<file path="src/rtl/led_step_ctrl.sv">
// led_step_ctrl: run/pause and direction control for a stepping LED pattern.
//   Two raw buttons are synchronized and debounced. Each debounced press
//   produces a one-cycle event. A three-state FSM (IDLE/RUN/PAUSE) gates
//   a prescaler whose period is DIV_BASE * 2^(3-speed) cycles. A registered
//   single-cycle step pulse is issued after each terminal count.
// Ports:
//   clk        - clock, rising edge
//   reset      - synchronous, active-high
//   btn_run    - raw run/pause button (async, active-high)
//   btn_dir    - raw direction button (async, active-high)
//   speed[1:0] - step-rate select, 0 = slowest (8x DIV_BASE), 3 = fastest
//   step       - one-cycle advance pulse to the LED shift register
//   dir        - shift direction (0 = left-to-right, 1 = right-to-left)
//   running    - high only in RUN
//   step_count - number of steps issued, modulo 256
module led_step_ctrl #(
  parameter int unsigned DIV_BASE   = 6250000,
  parameter int unsigned DEB_CYCLES = 500000
) (
  input  logic       clk,
  input  logic       reset,
  input  logic       btn_run,
  input  logic       btn_dir,
  input  logic [1:0] speed,
  output logic       step,
  output logic       dir,
  output logic       running,
  output logic [7:0] step_count
);

  localparam int unsigned PW = $clog2(8 * DIV_BASE);
  localparam int unsigned DW = $clog2(DEB_CYCLES + 1);

  typedef enum logic [1:0] {IDLE, RUN, PAUSE} state_t;

  // Button index 0 = run, 1 = dir.
  logic [1:0]         sync1_q, sync1_d;
  logic [1:0]         sync2_q, sync2_d;
  logic [1:0]         deb_q, deb_d;
  logic [1:0]         deb_prev_q, deb_prev_d;
  logic [1:0][DW-1:0] cnt_q, cnt_d;
  logic [1:0]         press;

  state_t        state_q, state_d;
  logic [PW-1:0] presc_q, presc_d;
  logic [PW-1:0] period_m1;
  logic          term;
  logic          step_q, step_d;
  logic          dir_q, dir_d;
  logic [7:0]    step_count_q, step_count_d;

  // Synchronizer and debounce
  always_comb begin
    sync1_d    = {btn_dir, btn_run};
    sync2_d    = sync1_q;
    deb_prev_d = deb_q;
    deb_d      = deb_q;
    cnt_d      = '0;
    for (int unsigned i = 0; i < 2; i++) begin
      if (sync2_q[i] != deb_q[i]) begin
        if (cnt_q[i] == DW'(DEB_CYCLES - 1)) begin
          deb_d[i] = ~deb_q[i];
        end else begin
          cnt_d[i] = cnt_q[i] + DW'(1);
        end
      end
    end
  end

  // Event on the 0->1 edge of the debounced level only.
  assign press = deb_q & ~deb_prev_q;

  always_comb begin
    period_m1 = '0;
    case (speed)
      2'd0:    period_m1 = PW'(8 * DIV_BASE - 1);
      2'd1:    period_m1 = PW'(4 * DIV_BASE - 1);
      2'd2:    period_m1 = PW'(2 * DIV_BASE - 1);
      default: period_m1 = PW'(DIV_BASE - 1);
    endcase
  end

  // ">=" makes a count already past a newly shortened period terminal at once.
  assign term = (presc_q >= period_m1);

  // FSM, prescaler, step, dir
  always_comb begin
    state_d = state_q;
    presc_d = presc_q;
    step_d  = 1'b0;
    case (state_q)
      IDLE: begin
        if (press[0]) begin
          state_d = RUN;
          presc_d = '0;
        end
      end
      RUN: begin
        // The prescaler still advances on the pausing cycle, so a step due on
        // that cycle is issued and the frozen value is the advanced one.
        if (term) begin
          presc_d = '0;
          step_d  = 1'b1;
        end else begin
          presc_d = presc_q + PW'(1);
        end
        if (press[0]) state_d = PAUSE;
      end
      PAUSE: begin
        if (press[0]) state_d = RUN;
      end
      default: state_d = IDLE;
    endcase
    dir_d        = dir_q ^ press[1];
    step_count_d = step_count_q + {7'b0, step_d};
  end

  always_ff @(posedge clk) begin
    if (reset) begin
      sync1_q      <= '0;
      sync2_q      <= '0;
      deb_q        <= '0;
      deb_prev_q   <= '0;
      cnt_q        <= '0;
      state_q      <= IDLE;
      presc_q      <= '0;
      step_q       <= 1'b0;
      dir_q        <= 1'b0;
      step_count_q <= '0;
    end else begin
      sync1_q      <= sync1_d;
      sync2_q      <= sync2_d;
      deb_q        <= deb_d;
      deb_prev_q   <= deb_prev_d;
      cnt_q        <= cnt_d;
      state_q      <= state_d;
      presc_q      <= presc_d;
      step_q       <= step_d;
      dir_q        <= dir_d;
      step_count_q <= step_count_d;
    end
  end

  assign step       = step_q;
  assign dir        = dir_q;
  assign running    = (state_q == RUN);
  assign step_count = step_count_q;

endmodule
</file>
<file path="config.mk">
export PLATFORM = sky130hd
export DESIGN_NAME = led_step_ctrl
export DESIGN_NICKNAME = d
export VERILOG_FILES = /design/src/rtl/led_step_ctrl.sv
export SDC_FILE = /design/constraint.sdc
export NUM_CORES = 1
export LEC_CHECK = 0
export ABC_AREA = 1
export BUFFER_PORTS_ARGS = -buffer_cell sky130_fd_sc_hd__buf_2
export CORE_ASPECT_RATIO = 0.7
export CORE_MARGIN = 1
export CORE_UTILIZATION = 58
export DETAILED_ROUTE_END_ITERATION = 10
export MAX_ROUTING_LAYER = met4
export PLACE_DENSITY = 0.82
export SLEW_MARGIN = 40
export SYNTH_ARGS = -nofsm -noshare
export SYNTH_HDL_FRONTEND = slang
export SYNTH_SLANG_ARGS = --single-unit
export TNS_END_PERCENT = 20
</file>
<file path="constraint.sdc">
create_clock -name clk -period 3.4 [get_ports clk]
set_input_delay 0.68 -clock clk [delete_from_list [all_inputs] [get_ports clk]]
set_output_delay 0.68 -clock clk [all_outputs]
set_load 0.1 [all_outputs]
</file>
After elaboration in Yosys (flattened, before gate mapping)
Cells that the tools add are included.
{ "word_totals": {"inputBits": 6, "register_bits": 84} }
{ "classes": {"n_bitwise": 7, "add_sub_neg": 4, "n_reduce_logical": 10, "order_cmp": 1, "mux": 9, "eq_ne": 11} }
{ "ops": {"columns": ["op", "count"], "rows": [
  ["$pmux 26 s3", 1],
  ["$mux 26", 2],
  ["$pmux 26 s2", 1],
  ["$add 19x1->19 const B", 2],
  ["$eq 19x19->1 const B", 2],
  ["$add 26x1->26 const B", 1],
  ["$ge 26x26->1", 1],
  ["$add 8x1->8", 1],
  ["$reduce_and 2->1", 4],
  ["$reduce_or 3->1", 2],
  ["$eq 2x1->1 const B", 2],
  ["$eq 2x2->1 const B", 2],
  ["$logic_not 2->1", 2],
  ["$mux 2", 2],
  ["$ne 2x1->1 const B", 2],
  ["$not 1->1", 4],
  ["$pmux 2 s2", 1],
  ["$and 2x2->2", 1],
  ["$mux 1", 2],
  ["$ne 1x1->1", 2],
  ["$ne 2x2->1 const B", 1],
  ["$not 2->2", 1],
  ["$reduce_bool 2->1", 1],
  ["$reduce_or 2->1", 1],
  ["$xor 1x1->1", 1]
]} }

Logic depth before layout (Yosys ltp)
Gate-level depths: netlist of the first run.
{ "depth": {"depth_word": 6, "depth_mapped": 19, "depth_no_buf": 19} }

Worst setup path after synthesis of the first run
No wires, ideal clock.
{ "synth_timing": {"kind": "in2reg", "from": "input speed[0]", "to": "register step_count_q[6] (netlist: step_count[6])", "setup_time_ns": 0.131, "stages": 17, "slack_ns": 0.540, "t_arrival_ns": 2.729, "cell_sequence": "nor2_1 > inv_1 > ha_1 > nand2_1 > nor2_1 > nand2_1 > nor2_1 > nand2_1 > nand3_1 > nand2_1 > inv_1 > ha_1 > ha_1 > nand2_1 > nor2_1 > nand4_1 > nor3b_1"} }
{ "synth_between": {"elab_chain_len": 6} }
{ "synth_lines": {"columns": ["item", "line_no", "rtl"], "rows": [
  ["start: declaration", "24", "input logic [1:0] speed,"],
  ["$eq 2x2->1 (tied with other cells)", "75", "case (speed)"],
  ["$pmux 26 s3 *", "75", null],
  ["$ge 26x26->1 *", "84", "assign term = (presc_q >= period_m1);"],
  ["$mux 1 *", "101", "if (term) begin"],
  ["$mux 1 *", "91", "case (state_q)"],
  ["named net step_d", "48", "logic step_q, step_d;"],
  ["$add 8x1->8 *", "115", "step_count_d = step_count_q + {7'b0, step_d};"],
  ["end signal: assignment", "140", "step_count_q <= step_count_d;"],
  ["end: declaration", "50", "logic [7:0] step_count_q, step_count_d;"]
]} }
Mark *: on every way through the listed nets, which the timed path passes. The rest lies on a longest branch.
A chain may end at the register's enable or synchronous reset.

Worst setup path in the final report of the first run
Ends and elaborated chain as after synthesis.

==> impl_metrics.json, run 1 <==
{
  "ff2ff_path_depth": 15,
  "r2r_setup_slack_ps": 870,
  "syn_inst": 746,
  "place.gp.congestion": 0.9349,
  "min_path_type": "reg2reg",
  "fin_nets": 790,
  "start_util_pct": 61.08,
  "arrival_ps": 3120,
  "required_ps": 3620,
  "fin_crit_ps": 2901,
  "cts_tree": "done",
  "synth_common_cells": "nand2_1 (201), nor2_1 (138), dfxtp_1 (84), inv_1 (84), a21oi_1 (51)",
  "grt_use_total_pct": 28.40,
  "max_freq_mhz": 344.7,
  "cts_hold_buf": 0,
  "n_antenna_cell": 0,
  "cts_buffer_depth": 2,
  "synth.distinct_cells": 42,
  "yosysWarnings": 0,
  "drt_iter0_drc": 341,
  "setup_slack_ps": 498.7,
  "path_max_fanout": 6,
  "core_area_um2": 8040,
  "criticalPathCategory": "in2reg",
  "pre_cts_slack_ps": 162.5,
  "cap_violations": 0,
  "grt_max_degree": 41,
  "wire_per_inst_um": 13.12,
  "synth.most_common_cell": "nand2_1",
  "ys_ff_latch": 84,
  "setup_viol": 0,
  "fin_skew_ps": 4.400,
  "antenna_found_initial": 0,
  "wirelength_um": 11380,
  "rsz0062_at_grt": "false",
  "synth_flop_cell": "dfxtp_1",
  "dieArea_um2": 8845,
  "synth_area_leaders": "dfxtp_1 (34%), nand2_1 (15%), nor2_1 (11%), inv_1 (6.4%), ha_1 (5.6%)",
  "vdd_drop_max_v": 0.0003686,
  "worstMarginPinSlew_ps": 826.2,
  "hold_viol": 0,
  "cts_buffers": 9,
  "final_antenna_net_count": 0,
  "post-synth-top-area-fraction_pct": 34.24,
  "synth-edff-count": 0,
  "htree_num_levels": 3,
  "syn_area_um2": 4911,
  "cts.sinks": 84,
  "critPathCaptureType": "flop",
  "hold_depth": 2,
  "fill_cells": 706,
  "die_h_um": 78.99,
  "report.power.total_mw": 2.035,
  "ys_seq_area_share_pct": 34.24,
  "worstSkewPairLatency_ps": 350,
  "synth_top_area_cell": "dfxtp_1",
  "num_io_pins": 17,
  "power_density_nw_per_um2": 379.7,
  "cp-start-kind": "input pin",
  "drt_first_pass_iters": 10,
  "grt_pass1_vias": 4144,
  "die_w_um": 112.0,
  "drt-vias-per-instance": 5.490,
  "async_flop_share_pct": 0,
  "tns_ps": 0,
  "root_buffer": "clkbuf_16",
  "areaGrowthSynthToFinish_pct": 9.146,
  "slew_headroom_pct": 44.79,
  "portBuffers": 16,
  "status": "complete, but fails checks",
  "drc": 1,
  "post-cts-setup-buffers": 0,
  "vias": 4765,
  "num_rows": 27,
  "synth_fp_nets": 774,
  "grt_pass1_wl_um": 19290,
  "path_clk_slew_ps": 60,
  "period_share_pct": 85.33,
  "drv_slew": 0,
  "syn_avg_cell_area_um2": 6.583,
  "leakage_nw": 2.079,
  "cts_resized": 0,
  "violations": "design-rule violations",
  "hpwl_um": 8327,
  "drive_gt1_share_pct": 8.866,
  "overflow": 0
}
[stage by stage]
step / cells / utilization (%) / instance area [um^2] / hold WS, ps
3_3_place_gp: 852 / 62.89 / 5056 / 390.9
2_1_floorplan: 746 / - / 4911 / 388.3
6_report: 868 / 66.67 / 5360 / 401.4
4_1_cts: 868 / 66.67 / 5360 / 403.2
3_5_place_dp: 852 / 62.89 / 5056 / 393.5
5_1_grt: 868 / 66.67 / 5360 / 421.4
[critical path, cell delays in order]
cell and delay [ps]:
buf_2 140, nor2_1 200, inv_1 90, ha_1 320
nand2_1 60, nor2_1 140, nand2_1 90, nor2_1 110
nand2_1 80, nand3_1 140, nand2_1 100, inv_1 70
ha_1 160, ha_1 170, nand2_1 70, nor2_1 210
nand4_1 130, nor3b_1 160
[power by group]
part	internal, mW	switching [mW]
Sequential	0.987	0.00132
Clock	0.607	0.399
Combinational	0.0127	0.0286
[state kept, by name, indices dropped and copies added, names as in the netlist]
| name | flops |
|---|---|
| cnt_q | 38 |
| deb_prev_d | 2 |
| sync2_q | 2 |
| step | 1 |
| dir | 1 |
| sync1_q | 2 |
| deb_prev_q | 2 |
| state_q | 2 |
| step_count | 8 |
| presc_q | 26 |
[cell families (layout without fill, tap and decap cells)]
kind of cell / count (synthesis) / count (layout) / share of synthesized area [%]
xor gates and xnor gates: 17 / 17 / 3.032
buffers and inverters: 100 / 121 / 8.356
AOI/OAI and AO/OA: 78 / 78 / 8.968
DFF: 84 / 84 / 34.24
adders and majority gates: 22 / 22 / 5.605
and+or+nand+nor: 445 / 445 / 39.80
[layout by cell type (no fill, tap or decap), types with 12 or more instances in the layout]
master	count
nand2_1	201
ha_1	22
buf_2	16
o21ai_0	12
a21oi_1	51
nor3_1	14
nand3_1	42
nor2_1	138
dfxtp_1	84
inv_1	84
[worst paths after layout]
kind,start,to
worst min register to register,sync1_q[1],sync2_q[1]
worst max register to register,presc_q[9],step_count[6]
worst max-delay path,speed[0],step_count[6]
worst min-delay path,sync1_q[1],sync2_q[1]
[final cells by class]
class | count | area, um^2 | area share [%]
multi-input cells | 562 | 2819 | 52.59
clock inverters | 4 | 47.55 | 0.8870
flip-flops and latches | 84 | 1682 | 31.37
well taps | 101 | 126.4 | 2.358
repair buffers | 20 | 110.1 | 2.054
clock buffers | 12 | 256.5 | 4.785
inverters | 85 | 319.1 | 5.952
[metal layers]
| layer | share of wire [%] | up-vias | global-route usage, % |
|---|---|---|---|
| met1 | 48 | 2143 | 38.28 |
| li1 | - | 2408 | - |
| met5 | 0 | - | - |
| met3 | 9.7 | 18 | 8.473 |
| met4 | 1.3 | 0 | 5.867 |
| met2 | 41 | 196 | 42.24 |
Note: power is estimated with default switching activity, not from simulation.
==> run 2, diff against run 1 <==
BUFFER_PORTS_ARGS = not set   (was -buffer_cell sky130_fd_sc_hd__buf_2)
CELL_PAD_IN_SITES_DETAIL_PLACEMENT = 1   (was not set)
CELL_PAD_IN_SITES_GLOBAL_PLACEMENT = 2   (was not set)
CORE_UTILIZATION = 36   (was 58)
DONT_BUFFER_PORTS = 1   (was not set)
PLACE_DENSITY = 0.87   (was 0.82)
==> impl_metrics.json, run 2 (synthesis results as in run 1) <==
{
  "die_h_um": 99.72,
  "vdd_drop_max_v": 0.0002080,
  "cts_resized": 0,
  "max_freq_mhz": 345.7,
  "setup_viol": 0,
  "switching_share_pct": 21.17,
  "core_area_um2": 13230,
  "cap_violations": 0,
  "rsz0062_at_grt": "false",
  "fill_cells": 1744,
  "instances_no_fill": 937,
  "portBuffers": 0,
  "dieArea_um2": 14120,
  "grt_pass1_vias": 4676,
  "place.gp.congestion": 0.8717,
  "leakage_nw": 2.016,
  "post-cts-setup-buffers": 0,
  "multi_input_area_um2": 2826,
  "timing.hold.ws_ps": 408.1,
  "die_w_um": 141.6,
  "final_common_cell": "nand2_1",
  "pre_cts_slack_ps": 170.7,
  "placed_area_um2": 5105,
  "required_ps": 3630,
  "wire_per_inst_um": 14.59,
  "cts_tree": "done",
  "wirelength_um": 13670,
  "grt_pass1_wl_um": 23210,
  "largest_register_ffs": 38,
  "drc": 0,
  "tns_ps": 0,
  "overflow": 0,
  "drt_iter0_drc": 233,
  "cts.sinks": 84,
  "period_share_pct": 85.07,
  "p_clk_share_pct": 50.8,
  "hpwl_um": 10360,
  "switchingPower_uw": 437.9,
  "num_rows": 35,
  "arrival_ps": 3120,
  "root_buffer": "clkbuf_16",
  "start_util_pct": 37.13,
  "fin_skew_ps": 7.654,
  "critPathCaptureType": "flop",
  "placed_cells": 921,
  "utilization_pct": 41.03,
  "status": "completed",
  "vias": 4649,
  "pwr-share-seq_pct": 47.8,
  "drt_first_pass_iters": 4,
  "worstSkewPairLatency_ps": 340,
  "cts_buffer_depth": 2,
  "regArea_um2": 1690,
  "drt-vias-per-instance": 4.962,
  "slew_headroom_pct": 59.59,
  "num_io_pins": 17,
  "worstMarginPinSlew_ps": 606.2,
  "final_cell_mix": "nand2_1 (200), nor2_1 (138), inv_1 (84)",
  "htree_num_levels": 3,
  "path_max_fanout": 6,
  "comb_power_share_pct": 1.4,
  "antenna_found_initial": 0,
  "drive_gt1_share_pct": 8.245,
  "internal_power_mw": 1.631,
  "hold_viol": 0,
  "fin_nets": 775,
  "regMostFlops": "cnt_q",
  "power_density_nw_per_um2": 381.2,
  "cts_hold_buf": 0,
  "areaGrowthSynthToFinish_pct": 10.50,
  "grt_max_degree": 41,
  "cp-start-kind": "input pin",
  "cts_buffers": 9,
  "grt_use_total_pct": 21.56,
  "finish.instance_area_um2": 5426,
  "fin_crit_ps": 2893,
  "report.power.total_mw": 2.068,
  "drv_slew": 0,
  "final_antenna_net_count": 0,
  "criticalPathCategory": "in2reg",
  "n_antenna_cell": 0,
  "setup_slack_ps": 507.5,
  "path_clk_slew_ps": 60,
  "min_path_type": "in2reg"
}
==> run 2: worst paths after layout <==
path / depth (start not counted) / slack (ps) / start / to
worst min register to register: 2 / 410 / sync1_q[1] / sync2_q[1]
worst max register to register: 15 / 750 / presc_q[9] / step_count[6]
worst min-delay path: 1 / 410 / reset / deb_prev_q[1]
worst max-delay path: 17 / 510 / speed[0] / step_count[6]
==> run 2: critical path: stages <==
cell	delay (ps)
nor2_1	180
inv_1	110
ha_1	330
nand2_1	60
nor2_1	130
nand2_1	80
nor2_1	100
nand2_1	80
nand3_1	220
nand2_1	130
inv_1	90
ha_1	180
ha_1	170
nand2_1	80
nor2_1	200
nand4_1	110
nor3b_1	170
==> run 2: power groups by stage <==
stage	Combinational [mW]	Clock (mW)	Sequential [mW]
final	0.0297	1.05	0.988
after global routing	0.0348	1.12	0.988
after CTS	0.0301	1.08	0.988
after detailed placement	0.0299	0	1.01
after global placement	0.0284	0	1.01
after floorplan	0.0292	0	1.01
==> run 2: metal layers <==
metal / vias to the layer above / global-route usage (%) / wire length, um / part of all wire, %
met5: - / - / 0 / 0
met4: 0 / 4.963 / 131 / 0.96
met3: 14 / 3.322 / 396 / 2.9
met2: 38 / 33.72 / 5911 / 43
met1: 2228 / 29.20 / 7234 / 53
li1: 2369 / - / - / -
==> run 2: cell type report <==
cell class | count | share of cell area [%]
clock buffer | 12 | 4.911
clock inverter | 4 | 1.015
inverter | 85 | 5.880
sequential | 84 | 31.15
multi-input combinational | 562 | 52.09
tap | 185 | 4.266
timing repair buffer | 5 | 0.6917
